**src/rtl/pixcfg_pkg.sv**
```systemverilog
// Shared opcodes, widths and state encodings for the SPI pixel-config controller.
package pixcfg_pkg;

    localparam int CFG_W  = 24;
    localparam int HALF_W = 2;

    localparam logic [3:0] OP_LOAD = 4'h1;
    localparam logic [3:0] OP_SHUT = 4'h2;
    localparam logic [3:0] OP_MODE = 4'h3;
    localparam logic [3:0] OP_READ = 4'h4;
    localparam logic [3:0] OP_CLR  = 4'h5;

    typedef enum logic [1:0] {F_IDLE, F_CMD, F_DATA, F_DONE} frame_state_t;
    typedef enum logic [1:0] {P_IDLE, P_SETUP, P_HIGH, P_HOLD} push_state_t;

    // Payload length in bits following the command byte; 0 means none is consumed.
    function automatic logic [4:0] payload_bits(input logic [3:0] op);
        case (op)
            OP_LOAD, OP_READ: payload_bits = 5'd24;
            OP_SHUT, OP_MODE: payload_bits = 5'd8;
            default:          payload_bits = 5'd0;
        endcase
    endfunction

endpackage

```
**src/rtl/spi_pin_sync.sv**
```systemverilog
// Two-flop synchronisers for the SPI pins plus edge detection on the synced copies.
module spi_pin_sync (
    input  logic i_clk,
    input  logic i_rst_n,
    input  logic i_sclk,
    input  logic i_cs_n,
    input  logic i_mosi,
    output logic o_sclk_rise,
    output logic o_sclk_fall,
    output logic o_cs_fall,
    output logic o_cs_rise,
    output logic o_mosi
);

    logic [2:0] r_sclk;
    logic [2:0] r_cs_n;
    logic [1:0] r_mosi;

    // cs_n resets to its inactive level so reset release never looks like a frame start.
    always_ff @(posedge i_clk or negedge i_rst_n) begin
        if (!i_rst_n) begin
            r_sclk <= 3'b000;
            r_cs_n <= 3'b111;
            r_mosi <= 2'b00;
        end else begin
            r_sclk <= {r_sclk[1:0], i_sclk};
            r_cs_n <= {r_cs_n[1:0], i_cs_n};
            r_mosi <= {r_mosi[0], i_mosi};
        end
    end

    assign o_sclk_rise = r_sclk[1] & ~r_sclk[2];
    assign o_sclk_fall = ~r_sclk[1] & r_sclk[2];
    assign o_cs_fall   = ~r_cs_n[1] & r_cs_n[2];
    assign o_cs_rise   = r_cs_n[1] & ~r_cs_n[2];
    assign o_mosi      = r_mosi[1];

endmodule

```
**src/rtl/spi_config_ctrl.sv**
```systemverilog
// SPI mode-0 slave decoding config frames; drives the SPI side of the pixel config mux
// and sequences the setup / push / hold strobe for per-pixel config words.
module spi_config_ctrl
    import pixcfg_pkg::*;
#(
    parameter int SETUP_CYC = 2,
    parameter int PUSH_W    = 4,
    parameter int HOLD_CYC  = 2
) (
    input  logic              clk_40MHz,
    input  logic              rst_n,
    input  logic              spi_sclk,
    input  logic              spi_cs_n,
    input  logic              spi_mosi,
    output logic              spi_miso,
    output logic [CFG_W-1:0]  config_info_spi_0,
    output logic [HALF_W-1:0] push_clk_spi,
    output logic [HALF_W-1:0] shutter_output_spi,
    output logic [HALF_W-1:0] mode_output_spi,
    output logic              busy,
    output logic              err_sticky
);

    localparam int MAX_SP  = (SETUP_CYC > PUSH_W) ? SETUP_CYC : PUSH_W;
    localparam int MAX_CYC = (MAX_SP > HOLD_CYC) ? MAX_SP : HOLD_CYC;
    localparam int CNT_W   = $clog2(MAX_CYC + 1);

    logic w_sclk_rise, w_sclk_fall, w_cs_fall, w_cs_rise, w_mosi;

    spi_pin_sync u_sync (
        .i_clk       (clk_40MHz),
        .i_rst_n     (rst_n),
        .i_sclk      (spi_sclk),
        .i_cs_n      (spi_cs_n),
        .i_mosi      (spi_mosi),
        .o_sclk_rise (w_sclk_rise),
        .o_sclk_fall (w_sclk_fall),
        .o_cs_fall   (w_cs_fall),
        .o_cs_rise   (w_cs_rise),
        .o_mosi      (w_mosi)
    );

    frame_state_t      r_fstate, w_fstate_next;
    push_state_t       r_pstate, w_pstate_next;
    logic [4:0]        r_bit_cnt;
    logic [CFG_W-1:0]  r_shift, w_shift_next;
    logic [CFG_W-1:0]  r_cfg, r_miso_sh;
    logic [3:0]        r_op;
    logic [HALF_W-1:0] r_mask, r_push_mask, r_shut, r_mode;
    logic [CNT_W-1:0]  r_cnt, w_cnt_next;
    logic              r_miso, r_err;
    logic [3:0]        w_cmd_op;
    logic              w_cmd_done, w_pay_done, w_load_done, w_busy, w_push_start;

    assign w_shift_next = {r_shift[CFG_W-2:0], w_mosi};
    assign w_cmd_op     = w_shift_next[7:4];
    assign w_cmd_done   = (r_fstate == F_CMD) && w_sclk_rise && (r_bit_cnt == 5'd7);
    assign w_pay_done   = (r_fstate == F_DATA) && w_sclk_rise &&
                          (r_bit_cnt == payload_bits(r_op) - 5'd1);
    assign w_load_done  = w_pay_done && (r_op == OP_LOAD);
    assign w_busy       = (r_pstate != P_IDLE);
    assign w_push_start = w_load_done && !w_busy;

    always_comb begin
        w_fstate_next = r_fstate;
        case (r_fstate)
            F_IDLE: if (w_cs_fall) w_fstate_next = F_CMD;
            F_CMD: begin
                if (w_cs_rise)
                    w_fstate_next = F_IDLE;
                else if (w_cmd_done)
                    w_fstate_next = (payload_bits(w_cmd_op) == 5'd0) ? F_DONE : F_DATA;
            end
            F_DATA: begin
                if (w_cs_rise)       w_fstate_next = F_IDLE;
                else if (w_pay_done) w_fstate_next = F_DONE;
            end
            F_DONE: if (w_cs_rise) w_fstate_next = F_IDLE;
            default: w_fstate_next = F_IDLE;
        endcase
    end

    always_ff @(posedge clk_40MHz or negedge rst_n) begin
        if (!rst_n) begin
            r_fstate  <= F_IDLE;
            r_bit_cnt <= '0;
            r_shift   <= '0;
            r_op      <= '0;
            r_mask    <= '0;
            r_shut    <= '0;
            r_mode    <= '0;
            r_err     <= 1'b0;
            r_miso    <= 1'b0;
            r_miso_sh <= '0;
        end else begin
            r_fstate <= w_fstate_next;
            if (w_fstate_next != r_fstate)
                r_bit_cnt <= '0;
            else if (w_sclk_rise && (r_fstate == F_CMD || r_fstate == F_DATA))
                r_bit_cnt <= r_bit_cnt + 5'd1;
            if (w_sclk_rise)
                r_shift <= w_shift_next;
            if (w_cmd_done) begin
                r_op   <= w_cmd_op;
                r_mask <= w_shift_next[HALF_W-1:0];
            end
            if (w_cmd_done && w_cmd_op == OP_CLR)
                r_err <= 1'b0;
            else if (w_load_done && w_busy)
                r_err <= 1'b1;
            if (w_pay_done && r_op == OP_SHUT)
                r_shut <= w_shift_next[HALF_W-1:0];
            if (w_pay_done && r_op == OP_MODE)
                r_mode <= w_shift_next[HALF_W-1:0];
            // Readback snapshot is taken at the end of the command byte; bits leave on falling sclk.
            if (w_cmd_done && w_cmd_op == OP_READ)
                r_miso_sh <= r_cfg;
            if (r_fstate == F_DATA && r_op == OP_READ) begin
                if (w_sclk_fall) begin
                    r_miso    <= r_miso_sh[CFG_W-1];
                    r_miso_sh <= {r_miso_sh[CFG_W-2:0], 1'b0};
                end
            end else begin
                r_miso <= 1'b0;
            end
        end
    end

    always_comb begin
        w_pstate_next = r_pstate;
        w_cnt_next    = r_cnt;
        case (r_pstate)
            P_IDLE: begin
                if (w_push_start) begin
                    w_pstate_next = P_SETUP;
                    w_cnt_next    = CNT_W'(SETUP_CYC - 1);
                end
            end
            P_SETUP: begin
                if (r_cnt == '0) begin
                    w_pstate_next = P_HIGH;
                    w_cnt_next    = CNT_W'(PUSH_W - 1);
                end else begin
                    w_cnt_next = r_cnt - CNT_W'(1);
                end
            end
            P_HIGH: begin
                if (r_cnt == '0) begin
                    w_pstate_next = P_HOLD;
                    w_cnt_next    = CNT_W'(HOLD_CYC - 1);
                end else begin
                    w_cnt_next = r_cnt - CNT_W'(1);
                end
            end
            P_HOLD: begin
                if (r_cnt == '0) w_pstate_next = P_IDLE;
                else             w_cnt_next    = r_cnt - CNT_W'(1);
            end
            default: w_pstate_next = P_IDLE;
        endcase
    end

    always_ff @(posedge clk_40MHz or negedge rst_n) begin
        if (!rst_n) begin
            r_pstate    <= P_IDLE;
            r_cnt       <= '0;
            r_cfg       <= '0;
            r_push_mask <= '0;
        end else begin
            r_pstate <= w_pstate_next;
            r_cnt    <= w_cnt_next;
            if (w_push_start) begin
                r_cfg       <= w_shift_next;
                r_push_mask <= r_mask;
            end
        end
    end

    // Decoded from the state register so an async reset drops the strobe immediately.
    assign push_clk_spi       = (r_pstate == P_HIGH) ? r_push_mask : '0;
    assign busy               = w_busy;
    assign config_info_spi_0  = r_cfg;
    assign shutter_output_spi = r_shut;
    assign mode_output_spi    = r_mode;
    assign err_sticky         = r_err;
    assign spi_miso           = r_miso;

endmodule

```
**config.mk**
```make
export PLATFORM = sky130hd
export DESIGN_NAME = spi_config_ctrl
export DESIGN_NICKNAME = d
export VERILOG_FILES = /design/src/rtl/pixcfg_pkg.sv /design/src/rtl/spi_pin_sync.sv /design/src/rtl/spi_config_ctrl.sv
export SDC_FILE = /design/constraint.sdc
export NUM_CORES = 1
export LEC_CHECK = 0
export CAP_MARGIN = 40
export CORE_MARGIN = 2
export CORE_UTILIZATION = 48
export CTS_BUF_LIST = sky130_fd_sc_hd__clkbuf_8
export DETAILED_ROUTE_END_ITERATION = 8
export PLACE_DENSITY = 0.76
export REMOVE_ABC_BUFFERS = 1
export SLEW_MARGIN = 20
export SYNTH_ARGS = -nofsm -noshare
export SYNTH_HDL_FRONTEND = slang
export SYNTH_SLANG_ARGS = --single-unit
```
**constraint.sdc**
```tcl
create_clock -name clk_40MHz -period 5.1 [get_ports clk_40MHz]
set_input_delay 1.02 -clock clk_40MHz [delete_from_list [all_inputs] [get_ports clk_40MHz]]
set_output_delay 1.02 -clock clk_40MHz [all_outputs]
set_load 0.05 [all_outputs]
```
==> results of run 1 <==
-- kinds of logic after synthesis --
family | after synthesis
DFF | 105
AOI/OAI and AO/OA | 56
muxes | 85
adders and majority gates | 12
xor gates and xnor gates | 5
and+or+nand+nor | 93
buffers and inverters | 29
-- cell usage after synthesis, types with 7 or more instances --
cell type,number,area share
a21oi_1,31,0.032
clkbuf_1,7,0.0054
dfrtp_1,102,0.53
ha_1,12,0.031
inv_1,12,0.0093
mux2_2,40,0.093
mux2_4,18,0.056
mux2i_1,27,0.056
nand2_1,10,0.0078
nand3_1,7,0.0072
nor2_1,41,0.032
o21ai_0,7,0.0072
-- power by group --
group          internal [uW]  total [uW]  switching (uW)
registers                900         979            78.8
clock network            192         467             275
logic                    108         221             112
-- stage by stage --
stage	hold WS [ns]	power (uW)	cell area, um2	std cells	setup WS [ns]
after floorplan	0.331	1140	4720	368	1.81
after global placement	0.332	1200	5280	542	2.44
after detailed placement	0.336	1220	5280	542	2.38
after CTS	0.360	1690	5460	558	1.98
after global routing	0.368	1760	5480	559	1.87
final	0.360	1670	5480	559	2.00
-- final cells by class --
class                   instances  area, um2
clock buffers                  10        138
clock inverters                 6       41.3
fillers                       844       4290
inverters                      12       45.0
multi-input cells             251       2040
flip-flops and latches        105       2630
well taps                     133        166
repair buffers                 42        418
-- layer usage --
layer  up-vias  wire, um  part of all wire  global-route usage
li1       1431         -                 -                   -
met1      1459      3960              0.48               0.222
met2        51      3850              0.47               0.256
met3        12       290             0.035              0.0395
met4         0       146             0.018              0.0637
met5         -         0                 0                   0
-- how the worst max path moves through the flow --
stage | endpoint | slack [ns] | cells past startpoint
after floorplan | config_info_spi_0[10]$_DFFE_PN0P_ | 1.81 | 4
after global placement | push_clk_spi[1] | 2.44 | 4
after detailed placement | push_clk_spi[1] | 2.38 | 4
after CTS | push_clk_spi[1] | 1.98 | 4
after global routing | push_clk_spi[0] | 1.87 | 4
final | push_clk_spi[1] | 2.00 | 4
-- cell usage in the layout, fill, tap and decap left out, types with 2 or more instances in the layout --
cell	n
ha_1	12
dfstp_2	3
clkbuf_8	10
a21oi_1	31
nand2_1	10
clkinvlp_4	2
dfrtp_1	102
mux2_4	18
o21ai_0	7
mux2i_1	27
nor2b_1	3
nand3_1	7
nor3b_1	4
nor3_1	5
or2_2	4
nand2b_1	3
xor2_1	4
mux2_2	40
inv_6	2
nor2_1	41
a211oi_1	2
buf_4	5
nand3b_1	2
and2_1	2
inv_1	13
clkdlybuf4s50_1	36
-- sequential cells by signal, summed over array words and instances (netlist names), 3 cells and up --
name and count:
u_sync.r_sclk 3, u_sync.r_cs_n 3, r_shift 23, r_miso_sh 24
r_bit_cnt 5, config_info_spi_0 24, r_cnt 3, r_op 4
==> metrics, run 1 <==
Slew @ Worst Pin 0.812 ns; Final Hold Fails 0; fmax 0.322 GHz; ys flop type dfrtp_1; RSZ-0062 raised after global routing false; final setup violation count 0; first-pass GRT wire length 14.4 mm; syn_area_per_cell 12.6 um2; CTS root buf clkbuf_8; WHS Path Cells 0; setup TNS 0 ns; CP max stage delay a little under 0.8 ns; GR Overflow Total 0; CP cell instances inv_1, ha_1, and2_1, clkdlybuf4s50_1; clock skew 0.00955 ns; Post-Route WL 8.24 mm; RR Startpoint r_fstate[0]$_DFF_PN0_; CP Class reg2out; Hold-fix buffers, CTS 0; Die Wd between 100 and 150 um; DR DRC count 0; worst r2r path cells 7; Tmin final 3.10 ns; Reg clk slew, reported paths 0.10 ns; PortBufs 37; mapped cell area 0.00483 mm2; layout cells sized above 1 0.218; Layout Utilization 0.561; buffer depth of the longest clock path 2; Final Max Tran Viols 0; hold path start u_sync.r_mosi[0]$_DFF_PN0_; crit path max fanout 5; H-tree lvl count 3; drt first pass iters 4; worst r2r dst config_info_spi_0[22]$_DFFE_PN0P_; Synth Area in Adders 0.0311; antenna violations before repair 0; Data arrival, critical path 2.08 ns; Initial Util 0.495; GR Util All Layers 0.164; postcts setup bufs 0; Crit path max-delay family buffers and inverters; hpwl dp 5.48 mm; Hold WC Path Type reg2reg; Final #Nets 438; DIE AREA 0.0109 mm2; Wirelength per Cell 14.7 um; PwrDens 304 mW/mm2; vias in the first global route ~3000; n_diodes 0; clk_lat worst skew 0.36 ns; total I/O pin count 38; CP max stage cell clkdlybuf4s50_1; simple-gate share of the synthesized area 0.101; synthesized instance count just under 400; Die Y 104 um; Tcrit/Tclk final 0.608; max-slew headroom at the worst pin 0.459; PostCTS Resize Cnt 0; startpoint types register; Hold Path Sink u_sync.r_mosi[1]$_DFF_PN0_; flops & latches, synth 105; unique cell type count in the Yosys netlist 53; DR iter-0 viols 112; Max Cap Viol 0; core area approximately 0.0098 mm2; asr flop ratio synth 1.00; status complete, no violations; CTS tree done; mux cell area share after synthesis 0.205; area grow syn2layout 13.4%; TritonCTS Sinks ~110; Seq/Total Area, Yosys 0.544; Max IR drop VDD 160 uV; antenna-violating nets left 0; origin of the worst setup path r_pstate[0]$_DFFE_PN0P_; P_leak 0.00262 uW; Synth Area in Compound Gates 0.0758; largest family of logic cells by synthesized area multiplexers; Reg2Reg Setup Slack 2.62 ns; largest net degree at the start of global routing 66; TritonCTS buffer count 9; Critical Path End Type primary output; detail-routed via count per cell 5.28; Post-Synth XOR/XNOR Area 0.00906; WP buf/inv 2; synth warn 0; routability cong. roughly 0.78; Critical Path RT 4.08 ns; EDFF count, synth 0; FP Rows 36; via count ~3000
No activity file was read; power rests on OpenSTA's default activity.
==> run 2: changes to the inputs <==
==> constraint.sdc (replaced) <==
create_clock -name clk_40MHz -period 3.25 [get_ports clk_40MHz]
set_input_delay 0.65 -clock clk_40MHz [delete_from_list [all_inputs] [get_ports clk_40MHz]]
set_output_delay 0.65 -clock clk_40MHz [all_outputs]
set_load 0.05 [all_outputs]
==> run 2 against run 1 <==
Against the previous run:
- clock-buffer cell count down 1
- critical path depth unchanged
- sequential power up 56%
- core utilization up 0.28 points
- final cell count unchanged
- hold slack worse by 0.088 ns
- register-to-register slack worse by 1.8 ns
- die area unchanged
- clock power up 66%
- sequential share of layout area down 0.24 points
- final area up 0.50%
- largest cell class unchanged
- largest power group unchanged
- highest routed layer unchanged
==> metrics, run 2 (same netlist as run 1, synthesis figures left out) <==
commonest non-fill, non-tap cell in the layout dfrtp_1; PwrDens 481 mW/mm2 (+58%); origin of the worst setup path r_pstate[0]$_DFFE_PN0P_; core area 0.00977 mm2 (unchanged); PostCTS Resize Cnt 0 (unchanged); Max IR drop VDD 394 uV (+150%); clk_lat worst skew 0.37 ns (about the same); hpwl dp 5.55 mm (+1.3%); commonest cells after routing, fill and taps aside 102 x dfrtp_1, 41 x nor2_1, 40 x mux2_2; Slew @ Worst Pin 0.567 ns (-0.244 ns); Initial Util 0.495 (unchanged); Die Wd 104 um (unchanged); Die Y 104 um (unchanged); Tcrit/Tclk final 0.843; layout cells sized above 1 0.221 (+0.00235); CP Class reg2out; crit path max fanout 5 (unchanged); buffer depth of the longest clock path 2 (unchanged); CTS root buf clkbuf_8; Final Max Tran Viols 0 (unchanged); RSZ-0062 raised after global routing false; Final Hold Fails 0 (unchanged); antenna violations before repair 0 (unchanged); Hold WC Path Type in2async; Max Cap Viol 0 (unchanged); Final #Nets 438 (unchanged); Wirelength per Cell 14.9 um (+1.3%); Post-Route WL 8.35 mm (+1.3%); GR Util All Layers 0.164 (-0.000493); Reg clk slew, reported paths 0.10 ns (about the same); DR DRC count 0 (unchanged); n_diodes 0 (unchanged); Tmin final 2.74 ns; via count 2974 (+0.71%); Placed Cells 542 (unchanged); CTS tree done; drt first pass iters 4 (unchanged); first-pass GRT wire length 14.6 mm (+1.2%); vias in the first global route 3016 (+2.1%); Data arrival, critical path 2.09 ns (about the same); startpoint types register; status complete, no violations; Final Power 2650 uW (+59%); GR Overflow Total 0 (unchanged); P_leak 0.00263 uW (+0.60%); area grow syn2layout 13.9%; FP Rows 36 (unchanged); hold slack 0.272 ns (-0.0878 ns); clock skew 0.0170 ns (+0.00741 ns); max-slew headroom at the worst pin 0.622 (+0.163); DR iter-0 viols 118 (+5.4%); antenna-violating nets left 0 (unchanged); fill count 805 (-4.6%); TritonCTS buffer count 9 (unchanged); largest net degree at the start of global routing 62 (-6.1%); Critical Path RT 2.60 ns (-1.48 ns); detail-routed via count per cell 5.32 (+0.71%); postcts setup bufs 0 (unchanged); Layout Utilization 0.564 (+0.00282); total I/O pin count 38 (unchanged); Non-Filler Instances 559 (unchanged); Reg2Reg Setup Slack 0.82 ns (-1.80 ns); H-tree lvl count 3 (unchanged); final setup violation count 0 (unchanged); fmax 0.365 GHz; TritonCTS Sinks 105 (unchanged); Hold-fix buffers, CTS 0 (unchanged); DIE AREA 0.0109 mm2 (unchanged); routability cong. 0.889 (+13%); RR Startpoint r_fstate[0]$_DFF_PN0_; Critical Path End Type primary output; PortBufs 37 (unchanged)
## run 2: final cells by class
cell class                      instances  area [um2]  share of cell area
Timing Repair Buffer                   42         430              0.0781
Clock inverter                          7        70.1              0.0127
Tap cell                              133         166              0.0302
Clock buffer                            9         124              0.0225
Inverter                               12        45.0             0.00818
Sequential cell                       105        2630               0.478
Multi-Input combinational cell        251        2040               0.371
## run 2: worst paths after layout
kind	to	depth (start not counted)
setup / recovery	push_clk_spi[0]	4
hold / removal	r_miso_sh[18]$_DFF_PN0_	1
setup reg to reg	r_bit_cnt[1]$_DFFE_PN0P_	8
hold reg to reg	u_sync.r_cs_n[1]$_DFF_PN1_	0
max in group asynchronous	r_shift[4]$_DFFE_PN0P_	2
min in group clk_40MHz	u_sync.r_cs_n[1]$_DFF_PN1_	0
## run 2: worst max-delay path, cell delays in order (launching register included)
cell             delay, ns
dfrtp_1               0.42
inv_1                 0.13
ha_1                  0.23
and2_1                0.15
clkdlybuf4s50_1       0.80
## run 2: power by group
group / internal [uW] / leakage, uW / switching (uW)
Sequential: 1410 / 0.00142 / 122
Combinational: 169 / 0.00111 / 176
Clock: 300 / 0.000100 / 473
## run 2: layer usage
layer	global-route usage	part of all wire	up-vias
met5	0	0	-
li1	-	-	1432
met3	0.0382	0.039	5
met1	0.224	0.48	1471
met2	0.261	0.47	66
met4	0.0463	0.0074	0
## run 2: per-stage QoR
step	setup slack (ns)	instance area [um2]	TNS, ns
after floorplan	-0.0374	4720	-0.833
after global placement	0.909	5300	0
after detailed placement	0.838	5300	0
after CTS	0.477	5490	0
after global routing	0.407	5510	0
final	0.510	5510	0
==> run 3: changes to the inputs <==
==> constraint.sdc (replaced) <==
create_clock -name clk_40MHz -period 2.7 [get_ports clk_40MHz]
set_input_delay 0.54 -clock clk_40MHz [delete_from_list [all_inputs] [get_ports clk_40MHz]]
set_output_delay 0.54 -clock clk_40MHz [all_outputs]
set_load 0.05 [all_outputs]
==> run 3 against run 2 <==
Against the previous run:
- wire length increased by 1.5%
- largest cell class unchanged
- final area increased by 0.70%
- clock skew decreased by 0.0083 ns
- hold slack got worse by 0.13 ns
- die area unchanged
- critical path type is now reg2reg
- final cell count decreased by 0.18%
- register-to-register slack got worse by 0.42 ns
- sequential share of layout area decreased by 0.33 points
- via count increased by 0.74%
==> metrics, run 3 (same netlist as run 1, synthesis figures left out) <==
PwrDens 605 mW/mm2 (+26%); CTS root buf clkbuf_8; commonest non-fill, non-tap cell in the layout dfrtp_1; antenna violations before repair 0 (unchanged); Final #Nets 438 (unchanged); clock skew 0.00863 ns (-0.00832 ns); origin of the worst setup path r_fstate[1]$_DFF_PN0_; area grow syn2layout 14.8%; Max IR drop VDD 296 uV (-25%); Hold WC Path Type in2async; hold slack 0.143 ns (-0.129 ns); clk_lat worst skew 0.36 ns (about the same); max-slew headroom at the worst pin 0.451 (-0.171); Slew @ Worst Pin 0.824 ns (+0.257 ns); detail-routed via count per cell 5.37 (+0.92%); FP Rows 36 (unchanged); Die Wd 104 um (unchanged); layout cells sized above 1 0.219 (-0.00183); Tcrit/Tclk final 0.851; commonest cells after routing, fill and taps aside 102 x dfrtp_1, 41 x nor2_1, 40 x mux2_2; Tmin final 2.30 ns; core area 0.00977 mm2 (unchanged); Wirelength per Cell 15.2 um (+1.7%); TritonCTS buffer count 9 (unchanged); buffer depth of the longest clock path 2 (unchanged); drt first pass iters 4 (unchanged); Initial Util 0.495 (unchanged); routability cong. 0.903 (+1.6%); Die Y 104 um (unchanged); fmax approximately 0.44 GHz; worst slack, placed 0.390 ns (-0.449 ns); top layer in use met4; Reg clk slew, reported paths 0.10 ns (about the same); Data arrival, critical path 2.59 ns (+0.50 ns); status complete, no violations; CTS tree done; antenna-violating nets left 0 (unchanged); Final Hold Fails 0 (unchanged); crit path max fanout 9 (+4); DR iter-0 viols 128 (+8.5%); DIE AREA 0.0109 mm2 (unchanged); first-pass GRT wire length 14.5 mm (-0.61%); DR WL met3 292 um (-11%); total I/O pin count 38 (unchanged); Non-Filler Instances 558 (-0.18%); Post-Route WL 8.47 mm (+1.5%); P_leak 0.00270 uW (+2.4%); Max Cap Viol 0 (unchanged); largest net degree at the start of global routing 65 (+4.8%); GR Util All Layers 0.164 (+0.000535); postcts setup bufs 0 (unchanged); RSZ-0062 raised after global routing false; Final WS setup 0.403 ns (-0.107 ns); PortBufs 37 (unchanged); via count 2996 (+0.74%); H-tree lvl count 3 (unchanged); DR DRC count 0 (unchanged); RR Startpoint r_fstate[1]$_DFF_PN0_; CP Class reg2reg; routed length on met2 3.93 mm (-0.53%); startpoint types register; Placed Cells 543 (+0.18%); TritonCTS Sinks 105 (unchanged); WL met1 4.15 mm (+3.7%); setup TNS 0 ns (unchanged); GR Overflow Total 0 (unchanged); hpwl dp 5.61 mm (+1.2%); final setup violation count 0 (unchanged); Critical Path End Type register; Critical Path RT 2.99 ns (+0.39 ns); Layout Utilization 0.568 (+0.00397); n_diodes 0 (unchanged); Final Max Tran Viols 0 (unchanged); vias in the first global route 2987 (-0.96%)
run 3: cell count changes in the layout (fill, tap and decap cells not counted):
cell             delta
clkinv_2            -1
clkinv_8            -1
bufinv_16           +2
clkinvlp_4          +1
clkbuf_8            +1
clkinv_4            -2
dlymetal6s2s_1      +3
clkdlybuf4s50_1     -3
inv_8               -1
run 3: final timing paths:
kind,slack (ns),end,cells past startpoint
setup / recovery,0.40,r_bit_cnt[1]$_DFFE_PN0P_,8
hold / removal,0.14,r_miso_sh[18]$_DFF_PN0_,1
setup reg to reg,0.40,r_bit_cnt[1]$_DFFE_PN0P_,8
hold reg to reg,0.36,u_sync.r_cs_n[1]$_DFF_PN1_,0
max in group asynchronous,1.81,u_sync.r_cs_n[2]$_DFF_PN1_,2
min in group clk_40MHz,0.36,u_sync.r_cs_n[1]$_DFF_PN1_,0
run 3: report_power, final:
| part | switching, uW | total, uW | internal [uW] |
|---|---|---|---|
| combinational | 233 | 446 | 212 |
| clock | 526 | 1080 | 552 |
| sequential | 129 | 1830 | 1700 |
run 3: layout make-up:
type / instances / area [um2]
Fill cell: 800 / 4230
Clock inverter: 5 / 87.6
Multi-Input combinational cell: 251 / 2040
Inverter: 12 / 45.0
Timing Repair Buffer: 42 / 438
Tap cell: 133 / 166
Clock buffer: 10 / 138
Sequential cell: 105 / 2630
run 3: routing by layer:
| layer | up-vias | GRT usage |
|---|---|---|
| met3 | 9 | 0.0420 |
| met4 | 0 | 0.0463 |
| met5 | - | 0 |
| li1 | 1430 | - |
| met2 | 53 | 0.261 |
| met1 | 1504 | 0.224 |
run 3: critical path: stages (launching register included):
cell and delay (ns):
dfrtp_1 0.45, inv_1 0.15, ha_1 0.38, or3b_2 0.18, o21ai_0 0.08, a32o_1 0.22
a2111oi_1 0.39, o211ai_2 0.23, a21oi_1 0.16
run 3: timing repair:
item / CTS / global route
gates resized for setup: 0 / 3
setup endpoints to repair: 0 / 3
hold buffers: 0 / 0
run 3: metrics by stage:
| step | area (um2) | total power, uW |
|---|---|---|
| 2_1_floorplan | 4720 | 2150 |
| 5_1_grt | 5550 | 3520 |
| 3_5_place_dp | 5320 | 2310 |
| 3_3_place_gp | 5320 | 2280 |
| 4_1_cts | 5540 | 3400 |
| 6_report | 5550 | 3350 |
